[config.mk]
export PLATFORM = sky130hd
export DESIGN_NAME = video_pattern_gen
export DESIGN_NICKNAME = d
export VERILOG_FILES = /design/src/rtl/video_pattern_gen.sv
export SDC_FILE = /design/constraint.sdc
export NUM_CORES = 1
export LEC_CHECK = 0
export CORE_MARGIN = 2
export CORE_UTILIZATION = 54
export CTS_BUF_LIST = sky130_fd_sc_hd__clkbuf_8
export CTS_CLUSTER_DIAMETER = 200
export CTS_CLUSTER_SIZE = 16
export DETAILED_ROUTE_END_ITERATION = 8
export PLACE_DENSITY_LB_ADDON = 0.2
export REMOVE_ABC_BUFFERS = 1
export SLEW_MARGIN = 10
export SYNTH_ARGS = -nofsm -noshare
export SYNTH_HDL_FRONTEND = slang
export SYNTH_SLANG_ARGS = --single-unit
[constraint.sdc]
create_clock -name clock -period 3.9 [get_ports clock]
set_input_delay 0.975 -clock clock [delete_from_list [all_inputs] [get_ports clock]]
set_output_delay 0.975 -clock clock [all_outputs]
set_load 0.05 [all_outputs]
[src/rtl/video_pattern_gen.sv]
// Raster-order test-pattern source with a ready/valid pixel output.
// Produces solid colour, colour bars, checkerboard or a bouncing box,
// with configuration captured only at frame boundaries.
module video_pattern_gen #(
  parameter int unsigned WIDTH     = 800,
  parameter int unsigned HEIGHT    = 600,
  parameter int unsigned BAR_COUNT = 8,
  parameter int unsigned BOX_SIZE  = 32
) (
  input  logic        clock,
  input  logic        reset_n,
  input  logic        enable,
  input  logic [1:0]  mode,
  input  logic [23:0] solid_rgb,
  output logic [23:0] video,
  output logic        video_valid,
  input  logic        video_ready,
  output logic        video_sof,
  output logic [15:0] frame_count
);

  // Counter widths never drop below 5 bits so the checkerboard bit 4 exists.
  localparam int unsigned XW    = ($clog2(WIDTH)  > 5) ? $clog2(WIDTH)  : 5;
  localparam int unsigned YW    = ($clog2(HEIGHT) > 5) ? $clog2(HEIGHT) : 5;
  localparam int unsigned BAR_W = WIDTH / BAR_COUNT;
  localparam int unsigned BIW   = ($clog2(BAR_COUNT) > 3) ? $clog2(BAR_COUNT) : 3;
  localparam int unsigned BCW   = ($clog2(BAR_W) > 1) ? $clog2(BAR_W) : 1;

  localparam logic [XW-1:0]  X_LAST   = XW'(WIDTH - 1);
  localparam logic [YW-1:0]  Y_LAST   = YW'(HEIGHT - 1);
  localparam logic [BCW-1:0] BAR_LAST = BCW'(BAR_W - 1);
  localparam logic [XW-1:0]  BX_MAX   = XW'(WIDTH - BOX_SIZE);
  localparam logic [YW-1:0]  BY_MAX   = YW'(HEIGHT - BOX_SIZE);
  localparam logic [XW:0]    BOX_W    = (XW+1)'(BOX_SIZE);
  localparam logic [YW:0]    BOX_H    = (YW+1)'(BOX_SIZE);

  typedef enum logic {IDLE, RUN} state_t;

  state_t         state_q, state_d;
  logic [1:0]     mode_q;
  logic [23:0]    rgb_q;
  logic [XW-1:0]  gx;
  logic [YW-1:0]  gy;
  logic [BIW-1:0] bar_idx;
  logic [BCW-1:0] bar_cnt;
  logic [XW-1:0]  box_x, box_x_nx, bx_eff;
  logic [YW-1:0]  box_y, box_y_nx, by_eff;
  logic           box_dx, box_dy, box_dx_nx, box_dy_nx;  // 1 = moving toward 0
  logic           out_last;
  logic           boundary, load, drop;
  logic [1:0]     mode_eff;
  logic [23:0]    rgb_eff;
  logic [2:0]     bar_c;
  logic           in_box;
  logic [23:0]    pix;

  // The generator runs one pixel ahead of the output register, so pixel (0,0)
  // of a new frame is loaded on the very edge that transfers the last pixel.
  // That load must use the configuration being latched on that same edge,
  // hence the raw inputs and next box position are selected at a boundary.
  assign boundary = video_valid && video_ready && out_last;

  // Next-state and load/drop decode
  always_comb begin
    state_d = state_q;
    load    = 1'b0;
    drop    = 1'b0;
    case (state_q)
      IDLE: if (enable) state_d = RUN;
      RUN: begin
        if (boundary && !enable) begin
          state_d = IDLE;
          drop    = 1'b1;
        end else if (!video_valid || video_ready) begin
          load = 1'b1;
        end
      end
      default: state_d = IDLE;
    endcase
  end

  // Box motion for the next frame; reaching an edge flips that axis
  always_comb begin
    box_x_nx  = box_dx ? box_x - 1'b1 : box_x + 1'b1;
    box_y_nx  = box_dy ? box_y - 1'b1 : box_y + 1'b1;
    box_dx_nx = box_dx;
    box_dy_nx = box_dy;
    if (box_x_nx == '0 || box_x_nx == BX_MAX) box_dx_nx = ~box_dx;
    if (box_y_nx == '0 || box_y_nx == BY_MAX) box_dy_nx = ~box_dy;
  end

  // Pixel colour for the generator position
  always_comb begin
    mode_eff = boundary ? mode      : mode_q;
    rgb_eff  = boundary ? solid_rgb : rgb_q;
    bx_eff   = boundary ? box_x_nx  : box_x;
    by_eff   = boundary ? box_y_nx  : box_y;
    bar_c    = 3'd7 - bar_idx[2:0];
    in_box   = ({1'b0, gx} >= {1'b0, bx_eff}) && ({1'b0, gx} < {1'b0, bx_eff} + BOX_W) &&
               ({1'b0, gy} >= {1'b0, by_eff}) && ({1'b0, gy} < {1'b0, by_eff} + BOX_H);
    pix      = '0;
    case (mode_eff)
      2'd0:    pix = rgb_eff;
      2'd1:    pix = {{8{bar_c[2]}}, {8{bar_c[1]}}, {8{bar_c[0]}}};
      2'd2:    pix = (gx[4] ^ gy[4]) ? 24'hFFFFFF : 24'h000000;
      default: pix = in_box ? 24'hFFFFFF : 24'h202020;
    endcase
  end

  // State register
  always_ff @(posedge clock or negedge reset_n) begin
    if (!reset_n) state_q <= IDLE;
    else          state_q <= state_d;
  end

  // Configuration latch: every idle cycle and at each frame boundary
  always_ff @(posedge clock or negedge reset_n) begin
    if (!reset_n) begin
      mode_q <= '0;
      rgb_q  <= '0;
    end else if (state_q == IDLE || boundary) begin
      mode_q <= mode;
      rgb_q  <= solid_rgb;
    end
  end

  // Raster position and bar counters, advanced per loaded pixel
  always_ff @(posedge clock or negedge reset_n) begin
    if (!reset_n) begin
      gx      <= '0;
      gy      <= '0;
      bar_idx <= '0;
      bar_cnt <= '0;
    end else if (load) begin
      if (gx == X_LAST) begin
        gx      <= '0;
        bar_idx <= '0;
        bar_cnt <= '0;
        gy      <= (gy == Y_LAST) ? '0 : gy + 1'b1;
      end else begin
        gx <= gx + 1'b1;
        if (bar_cnt == BAR_LAST) begin
          bar_cnt <= '0;
          bar_idx <= bar_idx + 1'b1;
        end else begin
          bar_cnt <= bar_cnt + 1'b1;
        end
      end
    end
  end

  // Output register; holds while valid && !ready
  always_ff @(posedge clock or negedge reset_n) begin
    if (!reset_n) begin
      video       <= '0;
      video_valid <= 1'b0;
      video_sof   <= 1'b0;
      out_last    <= 1'b0;
    end else if (load) begin
      video       <= pix;
      video_valid <= 1'b1;
      video_sof   <= (gx == '0) && (gy == '0);
      out_last    <= (gx == X_LAST) && (gy == Y_LAST);
    end else if (drop) begin
      video_valid <= 1'b0;
      video_sof   <= 1'b0;
      out_last    <= 1'b0;
    end
  end

  // Per-frame updates: box position and completed-frame counter
  always_ff @(posedge clock or negedge reset_n) begin
    if (!reset_n) begin
      box_x       <= '0;
      box_y       <= '0;
      box_dx      <= 1'b0;
      box_dy      <= 1'b0;
      frame_count <= '0;
    end else if (boundary) begin
      box_x       <= box_x_nx;
      box_y       <= box_y_nx;
      box_dx      <= box_dx_nx;
      box_dy      <= box_dy_nx;
      frame_count <= frame_count + 1'b1;
    end
  end

endmodule

# Word level (Yosys, flattened, before mapping)
# Index checks and enable logic that the tools add are counted.
totals:
  reg_bits: 122
  n_memories: 0
  rom_bits: 0
  out_inout_bits: 42
  inputBits: 30
  latch_bits: 0
  ramBits: 0
  wordCells: 95
op_classes:
  n_mux: 27
  addsub: 12
  multipliers: 0
  n_shift: 0
  reduce_logical: 25
  bitwise: 4
  div_mod_pow: 0
  order_cmp: 4
  n_eq_ne: 7
ops:
  columns: ["operator", "count"]
  rows:
  - ["24-bit 2-to-1 mux", 3]
  - ["24-bit one-hot mux with 3 select lines", 1]
  - ["10-bit 2-to-1 mux", 6]
  - ["10-bit by 1-bit adder with 10-bit output, second input constant", 4]
  - ["10-bit equality test, second input constant", 4]
  - ["10-bit logical NOT", 4]
  - ["10-bit by 6-bit adder with 11-bit output, second input constant", 2]
  - ["10-bit by 11-bit less-than comparator with 1-bit output", 2]
  - ["10-bit >= comparator", 2]
  - ["10-bit by 1-bit subtractor with 10-bit output, second input constant", 2]
  - ["16-bit by 1-bit adder with 16-bit output, second input constant", 1]
  - ["7-bit 2-to-1 mux", 2]
  - ["1-bit 2-to-1 mux", 11]
  - ["1-bit logical AND", 8]
  - ["2-bit AND reduction", 4]
  - ["7-bit by 1-bit adder with 7-bit output, second input constant", 1]
  - ["7-bit equality test, second input constant", 1]
  - ["3-bit 2-to-1 mux", 2]
  - ["1-bit logical OR", 4]
  - ["2-bit nonzero test", 2]
  - ["3-bit by 1-bit adder with 3-bit output, second input constant", 1]
  - ["1-bit inverter", 3]
  - ["3-bit subtractor, first input constant", 1]
  - ["2-bit by 1-bit equality test with 1-bit output, second input constant", 1]
  - ["6 further kinds", 7]

# Longest topological paths before layout
depth:
  word_depth: 10
  depth_mapped: 18

# Worst setup path after synthesis
# No wires, ideal clock.
synth_path:
  kind: "input to register"
  startpoint: "input video_ready"
  endpoint: "register video[10]"
  slack_ns: -0.288
  setup_time_ns: 0.073
  path_stages: 18
  t_arrival_ns: 4.115
  n_path_buf: 5
  cell_sequence: "nand3_1 > clkbuf_1 > clkbuf_1 > clkbuf_1 > clkbuf_1 > nand2_1 > nand2_1 > inv_1 > ha_1 > nor2b_1 > o21a_1 > o21ai_0 > a21oi_1 > or3_1 > a21oi_1 > o221ai_2 > buf_6 > a21oi_2"
synth_via:
  word_cells_on_any_way: 25
synth_rtl:
  columns: ["element", "line_no", "text"]
  rows:
  - ["from (decl)", "17", "input logic video_ready,"]
  - ["1-bit logical AND * (2 in series)", "61", "assign boundary = video_valid && video_ready && out_last;"]
  - ["10-bit 2-to-1 mux *", null, null]
  - ["net by_eff[1]", "47", "logic [YW-1:0] box_y, box_y_nx, by_eff;"]
  - ["10-bit by 6-bit adder with 11-bit output / 10-bit >= comparator (equally long branches)", "100", "({1'b0, gy} >= {1'b0, by_eff}) && ({1'b0, gy} < {1'b0, by_eff} + BOX_H);"]
  - ["10-bit by 11-bit less-than comparator with 1-bit output / 1-bit logical AND (equally long branches)", "100, 99", null]
  - ["1-bit logical AND *", "100", null]
  - ["24-bit 2-to-1 mux *", "106", "default: pix = in_box ? 24'hFFFFFF : 24'h202020;"]
  - ["24-bit one-hot mux with 3 select lines *", "102", "case (mode_eff)"]
  - ["to (signal assigned)", "160", "video <= pix;"]
  - ["to (decl)", "15", "output logic [23:0] video,"]
# Mark *: on every way through the listed nets, which the timed path passes. The rest lies on a longest branch.
# A chain may end at the register's enable or synchronous reset.

# Worst setup path after layout
layout_path:
  startpoint: "register box_dy"
  endpoint: "register video[22]"
layout_via:
  elab_chain_cells: 7
  word_cells_on_any_way: 9
layout_lines:
  columns: ["element", "line_no", "text"]
  rows:
  - ["from (decl)", "48", "logic box_dx, box_dy, box_dx_nx, box_dy_nx;"]
  - ["from (signal assigned)", "183", "box_dy <= box_dy_nx;"]
  - ["10-bit 2-to-1 mux *", "85", "box_y_nx = box_dy ? box_y - 1'b1 : box_y + 1'b1;"]
  - ["10-bit 2-to-1 mux *", null, null]
  - ["net by_eff[6]", "47", null]
  - ["10-bit by 6-bit adder with 11-bit output / 10-bit >= comparator (equally long branches)", "100", null]
  - ["10-bit by 11-bit less-than comparator with 1-bit output / 1-bit logical AND (equally long branches)", "100, 99", null]
  - ["1-bit logical AND *", "100", null]
  - ["24-bit 2-to-1 mux *", "106", null]
  - ["24-bit one-hot mux with 3 select lines *", "102", null]
# Marks and branches as above.

==> results.cfg <==
[synthesis]
synth-async-reset-ratio_pct = 100.0
synthAdderAreaFrac_pct = 9.715
ys_types = 65
syn_area_sq_um = 7496
synth_top_family_by_area = simple AND/OR/NAND/NOR gates
synth-xor-area-share_pct = 6.510
ys_seq_area_share_pct = 40.73
synth-seq-cells = 122
synth-edff-count = 0
yosysWarnings = 0
synth_compound_area_share_pct = 15.81
avgSynthCellArea_sq_um = 9.209
synthSimpleGateAreaFrac_pct = 18.88
ys.flop_type = dfrtp_1
muxShareOfSynthArea_pct = 4.841
postSynthCellCount = 814

[finish]
syn_to_final_growth_pct = 29.84
antenna_cells = 0
fillCellCount = 995
design_area_sq_um = 9733
finalNonFillerCells = 1164
drive_above_1_share_pct = 21.95
finish.utilization_pct = 70.94
final_nets = 1060
ff_latch_area_sq_um = 3054
multi_input_area_sq_um = 4390

[setup_path]
end_kind = flip-flop
rrSetupSlack_ns = -0.33
worstPathArrival_ns = 4.61
crit_type = reg -> reg
start_kind = flip-flop
reg2reg_from = box_dy$_DFFE_PN0P_
critPathMaxFanout = 5
r2r_end = video[22]$_DFFE_PN0P_
r2r_cells = 21
required_ns = 4.28

[clock_network]
path_clk_slew_ns = 0.07
clkLatencyLatePin_ns = 0.45
cts_buffers = 17
cts-htree-levels = 4
cts_tree = done
cts_sinks = 122
clk_path_buf_depth = 2
clockRootBuffer = clkbuf_8

[sta]
max_freq_mhz = 236.4
rsz0062_at_grt = yes
tightest_slew_ns = 0.6942
min_period_over_period_pct = 108.4
final_max_slew_viol_count = 0
finalCriticalPeriod_ns = 4.229
max-slew-margin-rel_pct = 53.41
hold_violations = 0
finalClockSkew_ns = 0.008235
setup_viol = 21
fin_ws_ns = -0.3294

[route]
postRouteAntennaNets = 0
vias = 6715
vias_per_cell = 5.769
firstDrtPassIters = 5
drt_iter0_drc = 496
wl_per_cell_um = 17.01
drc_errors = 0
drt_wl_total_um = 19800

[place]
dp.cells = 1115
hpwlAfterDp_um = 13470
io_buffers = 71
finalWeightedCongestion = 0.9199
pre_cts_slack_ns = -0.4943
placed_area_sq_um = 8969

[grt]
grt_max_degree = 57
grtUsageTotal_pct = 27.43
grt_pass1_vias = 6763
antenna_found_initial = 0
grt_first_pass_wirelength_um = 32040
overflow = 0

[power_and_ir_drop]
seqPwrFrac_pct = 45.5
power_density_nw_per_um2 = 356.6
power_mw = 3.471
vdd_drop_max_mv = 0.3217
p_sw_share_pct = 34.36
p_clk_share_pct = 28.3
switchingPower_mw = 1.193
p_leak_nw = 4.514
power_frac_comb_pct = 26.1
p_int_mw = 2.279

[die]
ios = 72
start_util_pct = 54.64
die_w_um = 121.8
dieArea_sq_um = 14840
rows = 43
design.core.area_sq_um = 13720
chipHeight_um = 121.8

[status]
status = finished, violations left
violations = setup timing

[flow_run]
cap_violations = 0

[worst_hold_path]
hold_class = in -> async
area by class of cell:
| class | count | area share [%] |
|---|---|---|
| multi-input combinational | 628 | 45.11 |
| clock buffer | 21 | 2.970 |
| sequential | 122 | 31.38 |
| tap | 180 | 2.314 |
| clock inverter | 9 | 0.5142 |
| inverter | 31 | 1.221 |
| timing repair buffer | 173 | 16.49 |
cells in the mapped netlist (7+ instances only):
master,instances,area (sq um)
a31oi_1,29,181.4
a21oi_1,28,140.1
nor3_1,12,60.06
mux2i_1,7,70.07
nor2_1,84,315.3
nand4_1,13,81.33
a21oi_2,19,166.4
ha_1,55,688.2
a21o_1,7,52.55
dfrtp_1,122,3053
inv_1,31,116.4
and3_1,8,50.05
xor2_1,18,157.7
xnor2_1,35,306.5
nand2_1,130,488.0
o21a_1,10,75.07
o21ai_0,35,175.2
nand3_1,23,115.1
clkbuf_1,28,105.1
mux2_2,26,292.8
layout by cell type, fill, tap and decap left out, drive strengths merged, types with 4 or more instances in the layout:
| master | count |
|---|---|
| nor3 | 12 |
| a21o | 7 |
| buf | 101 |
| clkbuf | 22 |
| a21oi | 48 |
| clkinv | 7 |
| nor2 | 84 |
| or3 | 6 |
| mux2 | 26 |
| nand4 | 13 |
| clkdlybuf4s50 | 70 |
| a31oi | 29 |
| and4 | 4 |
| nor2b | 6 |
| o21ai | 41 |
| mux2i | 7 |
| o21a | 10 |
| o31ai | 5 |
| and3 | 9 |
| nand2 | 130 |
| nand3 | 23 |
| xor2 | 18 |
| a211o | 4 |
| a211oi | 8 |
| nor4b | 4 |
| xnor2 | 35 |
| dfrtp | 122 |
| inv | 32 |
| o221ai | 4 |
| ha | 55 |
registers in the layout, indices dropped and copies added, names as in the netlist:
register,cells
box_x,10
gx,10
video,24
gy,10
box_dx,1
box_y,10
frame_count,16
box_dy,1
out_last,1
mode_q,2
bar_cnt,7
state_q,1
video_valid,1
rgb_q,24
bar_idx,3
video_sof,1
layer usage:
layer | global-route usage (%) | routed length, um | vias up
met5 | 0 | 0 | -
met4 | 10.78 | 578 | 0
met3 | 5.712 | 899 | 51
met2 | 47.03 | 9898 | 186
met1 | 33.91 | 8424 | 3285
li1 | - | - | 3193
critical path, cell delays in order, from the launching register on:
cell and delay [ns]:
dfrtp_2 0.47, buf_6 0.14, buf_6 0.10, fa_2 0.36, a211oi_2 0.19, nor2_1 0.09, o21a_1 0.22, mux2i_2 0.22
and2_4 0.19, inv_4 0.04, ha_4 0.25, inv_2 0.03, ha_4 0.20, a211o_1 0.29, o221ai_2 0.16, a21oi_1 0.06
or3_1 0.34, a21oi_2 0.20, o221ai_4 0.17, buf_6 0.17, clkbuf_16 0.16, a21oi_2 0.11
cells by family (layout without fill, tap and decap cells):
family	Yosys count	count (layout)
flip-flops	122	122
buffers and inverters	64	234
XOR/XNOR	54	54
multiplexers	33	33
AO/OA/AOI/OAI	174	174
AND/OR/NAND/NOR	310	310
adder cells (fa/ha/maj)	57	57
through the flow:
step	hold slack, ns	setup TNS (ns)
floorplan	0.4571	-30.34
global placement	0.4585	-5.943
detailed placement	0.4835	-9.305
CTS	0.4307	-4.636
global route	0.4491	-8.362
finish	0.4361	-5.968
power groups by stage:
stage | Combinational [mW] | Sequential, mW | Clock [mW]
3_3_place_gp | 0.869 | 1.59 | 0
3_5_place_dp | 0.895 | 1.60 | 0
2_1_floorplan | 0.388 | 1.77 | 0
6_report | 0.907 | 1.58 | 0.984
4_1_cts | 0.903 | 1.58 | 1.01
5_1_grt | 0.990 | 1.60 | 1.06
worst max-delay path by stage:
| stage | end | start | cells past startpoint | slack [ns] |
|---|---|---|---|---|
| 2_1_floorplan | video[12]$_DFFE_PN0P_ | enable | 5 | -1.42 |
| 3_3_place_gp | video[20]$_DFFE_PN0P_ | video_ready | 17 | -0.31 |
| 3_5_place_dp | video[20]$_DFFE_PN0P_ | video_ready | 17 | -0.49 |
| 4_1_cts | video[18]$_DFFE_PN0P_ | box_dy$_DFFE_PN0P_ | 16 | -0.26 |
| 5_1_grt | video[0]$_DFFE_PN0P_ | box_dy$_DFFE_PN0P_ | 21 | -0.44 |
| 6_report | video[22]$_DFFE_PN0P_ | box_dy$_DFFE_PN0P_ | 21 | -0.33 |
repair_timing:
item                       CTS  global route
hold buffers                 0             0
setup endpoints to repair   21            21
pin swaps                   12             3
hold endpoints to repair     0             0
resized for setup           31             9
cloned                       2             1
setup buffers               13             3
(Power assumes the default switching activity.)
